File: src/rtl/div_pkg.sv
// Shared types and constants for the iterative MIPS divider.
// Optional early-out path is enabled by DIV_EARLY_OUT_EN.
package div_pkg;

   localparam int DIV_WIDTH = 32;
   localparam int DIV_CNT_W = $clog2(DIV_WIDTH) + 1;
   localparam logic [DIV_WIDTH-1:0] DIV_ZERO_LO = '1;

   typedef enum logic [1:0] {
      IDLE,
      BUSY,
      DIVZERO,
      DONE
   } divState_e;

endpackage

File: src/rtl/div_iter_if.sv
// E-stage <-> divider request/result bundle.
// master: E stage / hazard side, slave: divider.
interface div_iter_if
   import div_pkg::*;
#(
   parameter int WIDTH = DIV_WIDTH
) ();

   logic               start;
   logic               signed_div;
   logic               annul;
   logic [WIDTH-1:0]   opdata1;
   logic [WIDTH-1:0]   opdata2;
   logic [2*WIDTH-1:0] result;
   logic               ready;

   modport master (
      output start,
      output signed_div,
      output annul,
      output opdata1,
      output opdata2,
      input  result,
      input  ready
   );

   modport slave (
      input  start,
      input  signed_div,
      input  annul,
      input  opdata1,
      input  opdata2,
      output result,
      output ready
   );

endinterface

File: src/rtl/div_iter.sv
// Radix-2 restoring divider for DIV/DIVU, result = {HI=rem, LO=quot}.
// Define DIV_EARLY_OUT_EN to finish trivial divisions in 2 cycles.
module div_iter
   import div_pkg::*;
#(
   parameter int WIDTH = DIV_WIDTH
) (
   input  logic       clk,
   input  logic       rst,
   div_iter_if.slave  bus
);

   localparam int CW = $clog2(WIDTH) + 1;

   divState_e          state;
   logic [CW-1:0]      cnt;
   logic [WIDTH-1:0]   rem;
   logic [WIDTH-1:0]   quo;
   logic [WIDTH-1:0]   dvsr;
   logic [WIDTH-1:0]   dvdRaw;
   logic               negQ;
   logic               negR;
   logic               zeroDiv;
   logic [2*WIDTH-1:0] resultQ;
   logic               readyQ;

   logic [WIDTH-1:0]   magA;
   logic [WIDTH-1:0]   magB;
   logic [WIDTH:0]     remSh;
   logic [WIDTH:0]     diff;
   logic [WIDTH-1:0]   remNx;
   logic [WIDTH-1:0]   quoNx;

   function automatic logic [2*WIDTH-1:0] fixup(
      input logic [WIDTH-1:0] q,
      input logic [WIDTH-1:0] r,
      input logic             nq,
      input logic             nr
   );
      logic [WIDTH-1:0] qs;
      logic [WIDTH-1:0] rs;
      qs = nq ? -q : q;
      rs = nr ? -r : r;
      return {rs, qs};
   endfunction

   // quo doubles as the dividend shift register; quotient bits enter at the LSB
   always_comb begin
      magA = bus.opdata1;
      magB = bus.opdata2;
      if (bus.signed_div && bus.opdata1[WIDTH-1]) magA = -bus.opdata1;
      if (bus.signed_div && bus.opdata2[WIDTH-1]) magB = -bus.opdata2;
      remSh = {rem, quo[WIDTH-1]};
      diff  = remSh - {1'b0, dvsr};
      remNx = diff[WIDTH-1:0];
      quoNx = {quo[WIDTH-2:0], 1'b1};
      if (diff[WIDTH]) begin
         remNx = remSh[WIDTH-1:0];
         quoNx = {quo[WIDTH-2:0], 1'b0};
      end
   end

   always_ff @(posedge clk) begin
      if (rst) begin
         state   <= IDLE;
         cnt     <= '0;
         rem     <= '0;
         quo     <= '0;
         dvsr    <= '0;
         dvdRaw  <= '0;
         negQ    <= 1'b0;
         negR    <= 1'b0;
         zeroDiv <= 1'b0;
         resultQ <= '0;
         readyQ  <= 1'b0;
      end else if (bus.annul) begin
         state  <= IDLE;
         readyQ <= 1'b0;
      end else begin
         readyQ <= 1'b0;
         unique case (state)
            IDLE: begin
               if (bus.start) begin
                  dvdRaw  <= bus.opdata1;
                  dvsr    <= magB;
                  quo     <= magA;
                  rem     <= '0;
                  cnt     <= '0;
                  zeroDiv <= 1'b0;
                  negQ    <= bus.signed_div &
                             (bus.opdata1[WIDTH-1] ^ bus.opdata2[WIDTH-1]);
                  negR    <= bus.signed_div & bus.opdata1[WIDTH-1];
                  if (bus.opdata2 == '0) begin
                     zeroDiv <= 1'b1;
                     state   <= DIVZERO;
                  end
`ifdef DIV_EARLY_OUT_EN
                  else if (magA < magB) begin
                     quo   <= '0;
                     rem   <= magA;
                     state <= DIVZERO;
                  end else if (magB == WIDTH'(1)) begin
                     quo   <= magA;
                     rem   <= '0;
                     state <= DIVZERO;
                  end
`endif
                  else begin
                     state <= BUSY;
                  end
               end
            end
            BUSY: begin
               rem <= remNx;
               quo <= quoNx;
               cnt <= cnt + 1'b1;
               if (cnt == CW'(WIDTH - 1)) begin
                  resultQ <= fixup(quoNx, remNx, negQ, negR);
                  readyQ  <= 1'b1;
                  state   <= DONE;
               end
            end
            // Immediate-finish state: divide-by-zero or a preloaded early-out
            DIVZERO: begin
               if (zeroDiv) resultQ <= {dvdRaw, {WIDTH{1'b1}}};
               else         resultQ <= fixup(quo, rem, negQ, negR);
               readyQ <= 1'b1;
               state  <= DONE;
            end
            DONE: begin
               state <= IDLE;
            end
            default: begin
               state <= IDLE;
            end
         endcase
      end
   end

   assign bus.result = resultQ;
   assign bus.ready  = readyQ;

endmodule

File: src/flat_wrapper.sv
// flat-port wrapper written by rule: the top's interface ports become plain ports
module div_iter_flat import div_pkg::*;
#(
   parameter int WIDTH = DIV_WIDTH
)
  (clk, rst, bus_start, bus_signed_div, bus_annul, bus_opdata1, bus_opdata2, bus_result, bus_ready);
  div_iter_if #(.WIDTH(WIDTH)) bus_i ();
  input  logic clk;
  input  logic rst;
  input wire logic [$bits(bus_i.start)-1:0] bus_start;
  input wire logic [$bits(bus_i.signed_div)-1:0] bus_signed_div;
  input wire logic [$bits(bus_i.annul)-1:0] bus_annul;
  input wire logic [$bits(bus_i.opdata1)-1:0] bus_opdata1;
  input wire logic [$bits(bus_i.opdata2)-1:0] bus_opdata2;
  output wire logic [$bits(bus_i.result)-1:0] bus_result;
  output wire logic [$bits(bus_i.ready)-1:0] bus_ready;
  assign bus_i.start = bus_start;
  assign bus_i.signed_div = bus_signed_div;
  assign bus_i.annul = bus_annul;
  assign bus_i.opdata1 = bus_opdata1;
  assign bus_i.opdata2 = bus_opdata2;
  assign bus_result = bus_i.result;
  assign bus_ready = bus_i.ready;
  div_iter #(.WIDTH(WIDTH)) u_core (.clk(clk), .rst(rst), .bus(bus_i));
endmodule
File: config.mk
export PLATFORM = sky130hd
export DESIGN_NAME = div_iter_flat
export DESIGN_NICKNAME = d
export VERILOG_FILES = /design/src/rtl/div_pkg.sv /design/src/rtl/div_iter_if.sv /design/src/rtl/div_iter.sv /design/src/flat_wrapper.sv
export SDC_FILE = /design/constraint.sdc
export NUM_CORES = 1
export LEC_CHECK = 0
export ABC_AREA = 1
export CORE_MARGIN = 3
export CORE_UTILIZATION = 49
export DETAILED_ROUTE_END_ITERATION = 6
export DONT_BUFFER_PORTS = 1
export HOLD_SLACK_MARGIN = 0.05
export MAX_ROUTING_LAYER = met4
export PLACE_DENSITY_LB_ADDON = 0.15
export SYNTH_ARGS = -nofsm -noshare
export SYNTH_HDL_FRONTEND = slang
export SYNTH_SLANG_ARGS = --single-unit
File: constraint.sdc
create_clock -name clk -period 7.4 [get_ports clk]
set_input_delay 1.11 -clock clk [delete_from_list [all_inputs] [get_ports clk]]
set_output_delay 1.11 -clock clk [all_outputs]
set_load 0.02 [all_outputs]
==> summary.md, run 1 <==
| Metric | Value |
|---|---|
| Drt pass-1 iters | `7` |
| Fin cells | `between 3000 and 4000` |
| Num CTS Buffers | `25` |
| Yosys cell types | `54` |
| Design Power | `around 3.3 mW` |
| Post-CTS Hold Fix Bufs | `0` |
| DR WL/cell | `20.7 um` |
| Max Cap Viol | `0` |
| # setup viols final | `0` |
| Delay-heaviest family, CP | `simple AND/OR/NAND/NOR gates` |
| CP Data Arrival Time | `4870 ps` |
| IO Count | `roughly 130` |
| Clock Latency Late Sink | `between 500 and 600 ps` |
| Post-cts sizing count | `0` |
| Seq/Total Area, Yosys | `26.0%` |
| YS warnings | `0` |
| Core area | `about 31000 sq um` |
| Layout area overhead | `6.55%` |
| Port bufs | `0` |
| Sw Share | `around a third` |
| Hold WC Path Type | `register to register` |
| Final period util | `between 60% and 70%` |
| RSZ-0062 raised after global routing | `no` |
| Number of synthesized flops with an enable pin | `0` |
| DR vias/cell | `around 5.9` |
| Max-slew violation count | `0` |
| # Post-CTS Setup Buffers | `0` |
| CTS tree | `built` |
| Critical Path Most Common Cell | `nand2_2` |
| Synth Net Count | `approximately 2800` |
| Sequential Area | `approximately 4100 sq um` |
| Post-synth top area share | `26.0%` |
| Cell-internal power | `approximately 2.2 mW` |
| Clock network fraction of total power | `about two fifths` |
| Switching power | `1.09 mW` |
| N_diodes | `0` |
| Commonest cells post-synth | `720 x nand2_1, 317 x inv_1, 315 x nor2_1, 234 x o21ai_0, 229 x a21oi_1` |
| Part of the power in registers | `37.8%` |
| Count of clock tree sinks | `around 200` |
| WP buf/inv | `3` |
| # nets final | `approximately 2700` |
| Critical Path, Cell by Cell | `inv_1 > ha_1 > inv_1 > fa_1 > nand2_1 > nand2_1 > nand3_1 > nand2_2 > nand2_1 > nand2_2 > nand2_2 > nand2_2 > nand2_2 > nand2_2 > nor2_2 > inv_1 > nand3_1 > nand2_1 > o21ai_0 > a21oi_1` |
| Final hold slack | `484 ps` |
| First-pass GRT wire length | `~95000 um` |
| Number of global-route vias before repair | `16100` |
| Leakage power | `approximately 8 nW` |
| Cell with the most instances after synthesis | `nand2_1` |
| Least-Margin Pin Slew | `~1200 ps` |
| Cell taking the most area after synthesis | `dfxtp_1` |
| Largest net degree at the start of global routing | `121` |
| Fillers | `~3300` |
| Rel. slew slack | `a little under a quarter` |
| Worst path required time | `about 7800 ps` |
| Post-Syn Area | `roughly 16000 sq um` |
| Mean Syn Cell Area | `approximately 5.9 sq um` |
| Iter 0 DRT Violations | `2002` |
| Initial Utilization | `between 50% and 60%` |
| Setup TNS | `0 ps` |
| CTS clk-pin slew, worst paths | `roughly 60 ps` |
| Outcome | `completed` |
| GR Overflow Total | `0` |
| Root Buffer | `clkbuf_16` |
| Final ANT Viol Nets | `0` |
| Multi-input gate area | `between 9000 and 10000 sq um` |
| Die Width | `about 190 um` |
| Seq cells post-synth | `approximately 200` |
| Critical path capture point type | `register` |
| Initial antenna violation count | `0` |
| Max Fanout on Critical Path | `48` |
| Pwr dens | `slightly below 200 nW/um^2` |
| Worst Setup Path Type | `register to register` |
| Worst Skew | `22.8 ps` |
| Slowest-stage cell, CP | `nor2_2` |
| Placed Cells | `between 2000 and 3000` |
| Max Clk Rate | `around 220 MHz` |
| Most area-consuming cells after synthesis | `dfxtp_1 26%, nand2_1 17%, inv_1 7.6%` |
| DRT Wirelength | `~62000 um` |
| Comb pwr share | `between 20% and 30%` |
| GRT Overall Usage | `36.9%` |
| Minimum clock period | `~4500 ps` |
| Cell count after synthesis | `between 2000 and 3000` |
| Largest incremental delay on the critical path | `around 700 ps` |
| Vias | `17800` |
| Gp weighted congestion | `0.998` |
| Asr flop ratio synth | `0%` |
| Die area | `34300 sq um` |
| Standard-cell rows | `64` |
| Die height | `185 um` |
| H-tree depth | `1` |
| CTS max path bufs | `3` |
| Maximum vdd drop | `roughly 200 uV` |
| Layout cells sized above 1 | `about 4.3%` |
| Worst setup SP type | `register` |
| Hpwl dp | `47500 um` |
| # DRC | `0` |
| Final hold vios | `0` |
| Core Util, Final | `between 50% and 60%` |
| Ys flop type | `dfxtp_1` |
-- cells in the final DEF (no fill, tap or decap), types with 41 or more instances in the layout --
cell type    n
nor2_1     313
nand3_1    159
nand2_1    719
xor2_1      48
dfxtp_1    204
inv_1      315
a21oi_1    229
a31oi_1     48
nor3_1      43
ha_1        41
o21ai_0    234
-- sequential cells by signal, summed over array words and instances, names as in the netlist --
signal             flops
u_core.quo            32
u_core.zeroDiv         1
u_core.rem            32
u_core.bus.ready       1
u_core.cnt             6
u_core.bus.result     64
u_core.negQ            1
u_core.dvsr           32
u_core.dvdRaw         32
u_core.state           2
u_core.negR            1
-- worst paths after layout --
| path | from | slack [ps] | end | cells past startpoint |
|---|---|---|---|---|
| min reg2reg | u_core.cnt[3]$_SDFFE_PP0P_ | 480 | u_core.cnt[4]$_SDFFE_PP0P_ | 2 |
| max reg2reg | u_core.quo[31]$_SDFFE_PP0P_ | 2950 | u_core.bus.result[19]$_SDFFE_PP0P_ | 20 |
| max | u_core.quo[31]$_SDFFE_PP0P_ | 2950 | u_core.bus.result[19]$_SDFFE_PP0P_ | 20 |
| min | u_core.cnt[3]$_SDFFE_PP0P_ | 480 | u_core.cnt[4]$_SDFFE_PP0P_ | 2 |
-- power groups by stage --
stage / Clock [mW] / Sequential [mW] / Combinational (mW)
finish: 1.34 / 1.24 / 0.695
global route: 1.40 / 1.24 / 0.772
CTS: 1.35 / 1.23 / 0.674
detailed placement: 0 / 1.26 / 0.669
global placement: 0 / 1.26 / 0.670
floorplan: 0 / 1.23 / 0.492
-- layout make-up --
type | count | share of cell area, %
Clock buffer | 37 | 4.36
Clock inverter | 9 | 0.919
Inverter | 329 | 7.38
Multi-Input combinational cell | 2033 | 59.3
Sequential cell | 204 | 24.4
Tap cell | 396 | 2.96
Timing Repair Buffer | 16 | 0.717
-- through the flow --
stage / setup WS [ps] / instance area, sq um
after CTS: 3040 / 16700
after global routing: 2500 / 16700
final: 2950 / 16700
after detailed placement: 3070 / 15900
after floorplan: 4090 / 15700
after global placement: 3180 / 15900
-- per-layer routing --
layer / vias up / global-route usage (%) / part of all wire, %
li1: 8596 / - / -
met3: 97 / 10.6 / 12
met2: 838 / 50.7 / 39
met1: 8251 / 54.0 / 46
met5: - / - / 0
met4: 0 / 6.66 / 2.1
-- logic make-up (layout without fill, tap and decap cells) --
group	after synthesis	in the layout	share of synthesized area (%)
and+or+nand+nor	1323	1323	34.8
AOI/OAI and AO/OA	597	597	20.8
buffers and inverters	445	391	11.0
DFF	204	204	26.0
xor gates and xnor gates	70	70	3.90
adders and majority gates	43	43	3.47
-- worst reg2reg max path, delay by kind of cell (launching register included) --
family	cells	cell delay, ps
fa+ha+maj	2	580
simple gates	13	2360
compound gates	2	370
flops	1	330
buf+inv	3	670
No activity file was read; power rests on OpenSTA's default activity.
==> inputs of run 2 (changes only) <==
Clock period 7.4 ns to 3.7 ns, I/O delays scaled along.
==> summary.md, run 2 (synthesis gave the netlist of run 1 again) <==
| Metric | Value |
|---|---|
| Outcome | `completed` |
| Critical Path Most Common Cell | `nand2_1` |
| Worst Skew | `27.1 ps (+4.22 ps)` |
| Post-place setup slack | `83.4 ps (-2990 ps)` |
| Clock Latency Late Sink | `560 ps (about the same)` |
| Max Cap Viol | `0 (unchanged)` |
| Layout cells sized above 1 | `6.63% (+2.3 points)` |
| Max-slew violation count | `0 (unchanged)` |
| Worst setup SP type | `register` |
| RSZ-0062 raised after global routing | `no` |
| Crit path launch | `u_core.dvsr[17]$_SDFFE_PP0P_` |
| Least-Margin Pin Slew | `935 ps (-222 ps)` |
| Largest incremental delay on the critical path | `410 ps (-290 ps)` |
| Rel. slew slack | `37.7% (+15 points)` |
| Max Clk Rate | `287 MHz (+28%)` |
| Hold WC Path Type | `input port to register` |
| CP Data Arrival Time | `3970 ps (-900 ps)` |
| Core area | `31100 sq um (unchanged)` |
| DR vias/cell | `5.88 (about the same)` |
| Layout area overhead | `9.01%` |
| Number of global-route vias before repair | `16200 (+0.49%)` |
| Leading cell type in the layout, fill and taps excluded | `nand2_1` |
| Slowest-stage cell, CP | `ha_1` |
| Standard-cell rows | `64 (unchanged)` |
| Initial Utilization | `50.6% (unchanged)` |
| Final period util | `94.0% (+34 points)` |
| Pwr dens | `373 nW/um^2 (+91%)` |
| H-tree depth | `1 (unchanged)` |
| CTS tree | `built` |
| Worst path required time | `4190 ps (-3630 ps)` |
| Final hold vios | `0 (unchanged)` |
| GR Overflow Total | `0 (unchanged)` |
| Drt pass-1 iters | `7 (unchanged)` |
| CTS clk-pin slew, worst paths | `60 ps (about the same)` |
| Port bufs | `0 (unchanged)` |
| Gp weighted congestion | `1.06 (+6.3%)` |
| Setup TNS | `0 ps (unchanged)` |
| Critical path capture point type | `register` |
| Worst Setup Path Type | `register to register` |
| # setup viols final | `0 (unchanged)` |
| DR WL/cell | `20.5 um (-0.64%)` |
| R2r startpoint | `u_core.dvsr[17]$_SDFFE_PP0P_` |
| Vias | `18000 (+1.5%)` |
| # DRC | `0 (unchanged)` |
| Root Buffer | `clkbuf_16` |
| Die height | `185 um (unchanged)` |
| Critical Path, Cell by Cell | `inv_1 > ha_1 > nand2_1 > nand2_1 > nand2_1 > nand2_1 > nand2_1 > nand2_1 > a21oi_4 > nand3_2 > nand2_4 > nand2_1 > nand2_2 > ha_1 > nand3_1 > nor2_4 > nand3_2 > nand2_4 > nand2_1 > nand2_1 > nand3_1 > a21oi_2` |
| Final WS setup | `222 ps (-2730 ps)` |
| Die area | `34300 sq um (unchanged)` |
| IO Count | `134 (unchanged)` |
| Most frequent cells in the layout | `716 x nand2_1, 314 x inv_1, 307 x nor2_1, 232 x o21ai_0, 226 x a21oi_1` |
| First-pass GRT wire length | `95200 um (about the same)` |
| Largest register FFs | `64 (unchanged)` |
| DRT Wirelength | `63000 um (+0.84%)` |
| Initial antenna violation count | `3 (+3)` |
| CTS max path bufs | `3 (unchanged)` |
| Leakage power | `8.37 nW (+3.0%)` |
| Num CTS Buffers | `25 (unchanged)` |
| Maximum vdd drop | `331 uV (+64%)` |
| Worst Hold Launch | `rst` |
| # nets final | `2764 (+1.6%)` |
| Die Width | `185 um (unchanged)` |
| Hpwl dp | `48000 um (+1.0%)` |
| Final ANT Viol Nets | `0 (unchanged)` |
| Largest net degree at the start of global routing | `95 (-21%)` |
| Iter 0 DRT Violations | `2156 (+7.7%)` |
| Minimum clock period | `3480 ps (-974 ps)` |
| GRT Overall Usage | `36.9% (-0.054 points)` |
| Post-CTS Hold Fix Bufs | `0 (unchanged)` |
| Max Fanout on Critical Path | `5 (-90%)` |
| Count of clock tree sinks | `204 (unchanged)` |
[run 2: metrics by stage]
stage	power, mW	util (%)	hold slack, ps	cell area, sq um	instances
2_1_floorplan	3.44	-	451	15700	2682
3_3_place_gp	3.86	52.2	469	16200	3020
3_5_place_dp	3.87	52.2	478	16200	3020
4_1_cts	6.33	54.8	62.2	17000	3066
5_1_grt	6.66	55.1	55.7	17100	3069
6_report	6.39	55.1	72.2	17100	3069
[run 2: worst paths after layout]
path | cells after the start | to | slack (ps)
max | 22 | u_core.bus.result[54]$_SDFFE_PP0P_ | 220
min | 1 | u_core.rem[30]$_SDFFE_PP0P_ | 70
max reg2reg | 22 | u_core.bus.result[54]$_SDFFE_PP0P_ | 220
min reg2reg | 2 | u_core.cnt[2]$_SDFFE_PP0P_ | 490
[run 2: worst max-delay path: cells and delay by family, from the launching register on]
family	cells	cell delay [ps]
adder cells (fa/ha/maj)	2	630
AND/OR/NAND/NOR	17	1880
buffers and inverters	1	110
flip-flops	1	350
AO/OA/AOI/OAI	2	420
[run 2: layer usage]
metal | vias up | part of all wire (%) | GRT usage [%]
li1 | 8698 | - | -
met1 | 8284 | 46 | 55.4
met2 | 984 | 39 | 49.8
met3 | 74 | 13 | 9.88
met4 | 0 | 1.7 | 5.73
met5 | - | 0 | -
[run 2: timing repair]
item,in CTS,in global routing
gates resized for setup,0,25
setup buffers,0,1
endpoints found under the hold margin,0,0
setup endpoints to repair,0,28
[run 2: cell type report]
cell class / instances / area [sq um]
clock buffer: 31 / 688
tap: 396 / 495
clock inverter: 15 / 136
antenna: 2 / 5.00
sequential: 204 / 4080
multi-input combinational: 2033 / 10000
inverter: 329 / 1230
timing repair buffer: 59 / 488
fill: 3277 / 13900
[run 2: power breakdown]
part           switching [mW]  internal (mW)
logic                    1.00          0.428
registers               0.161           2.31
clock network            1.08           1.41
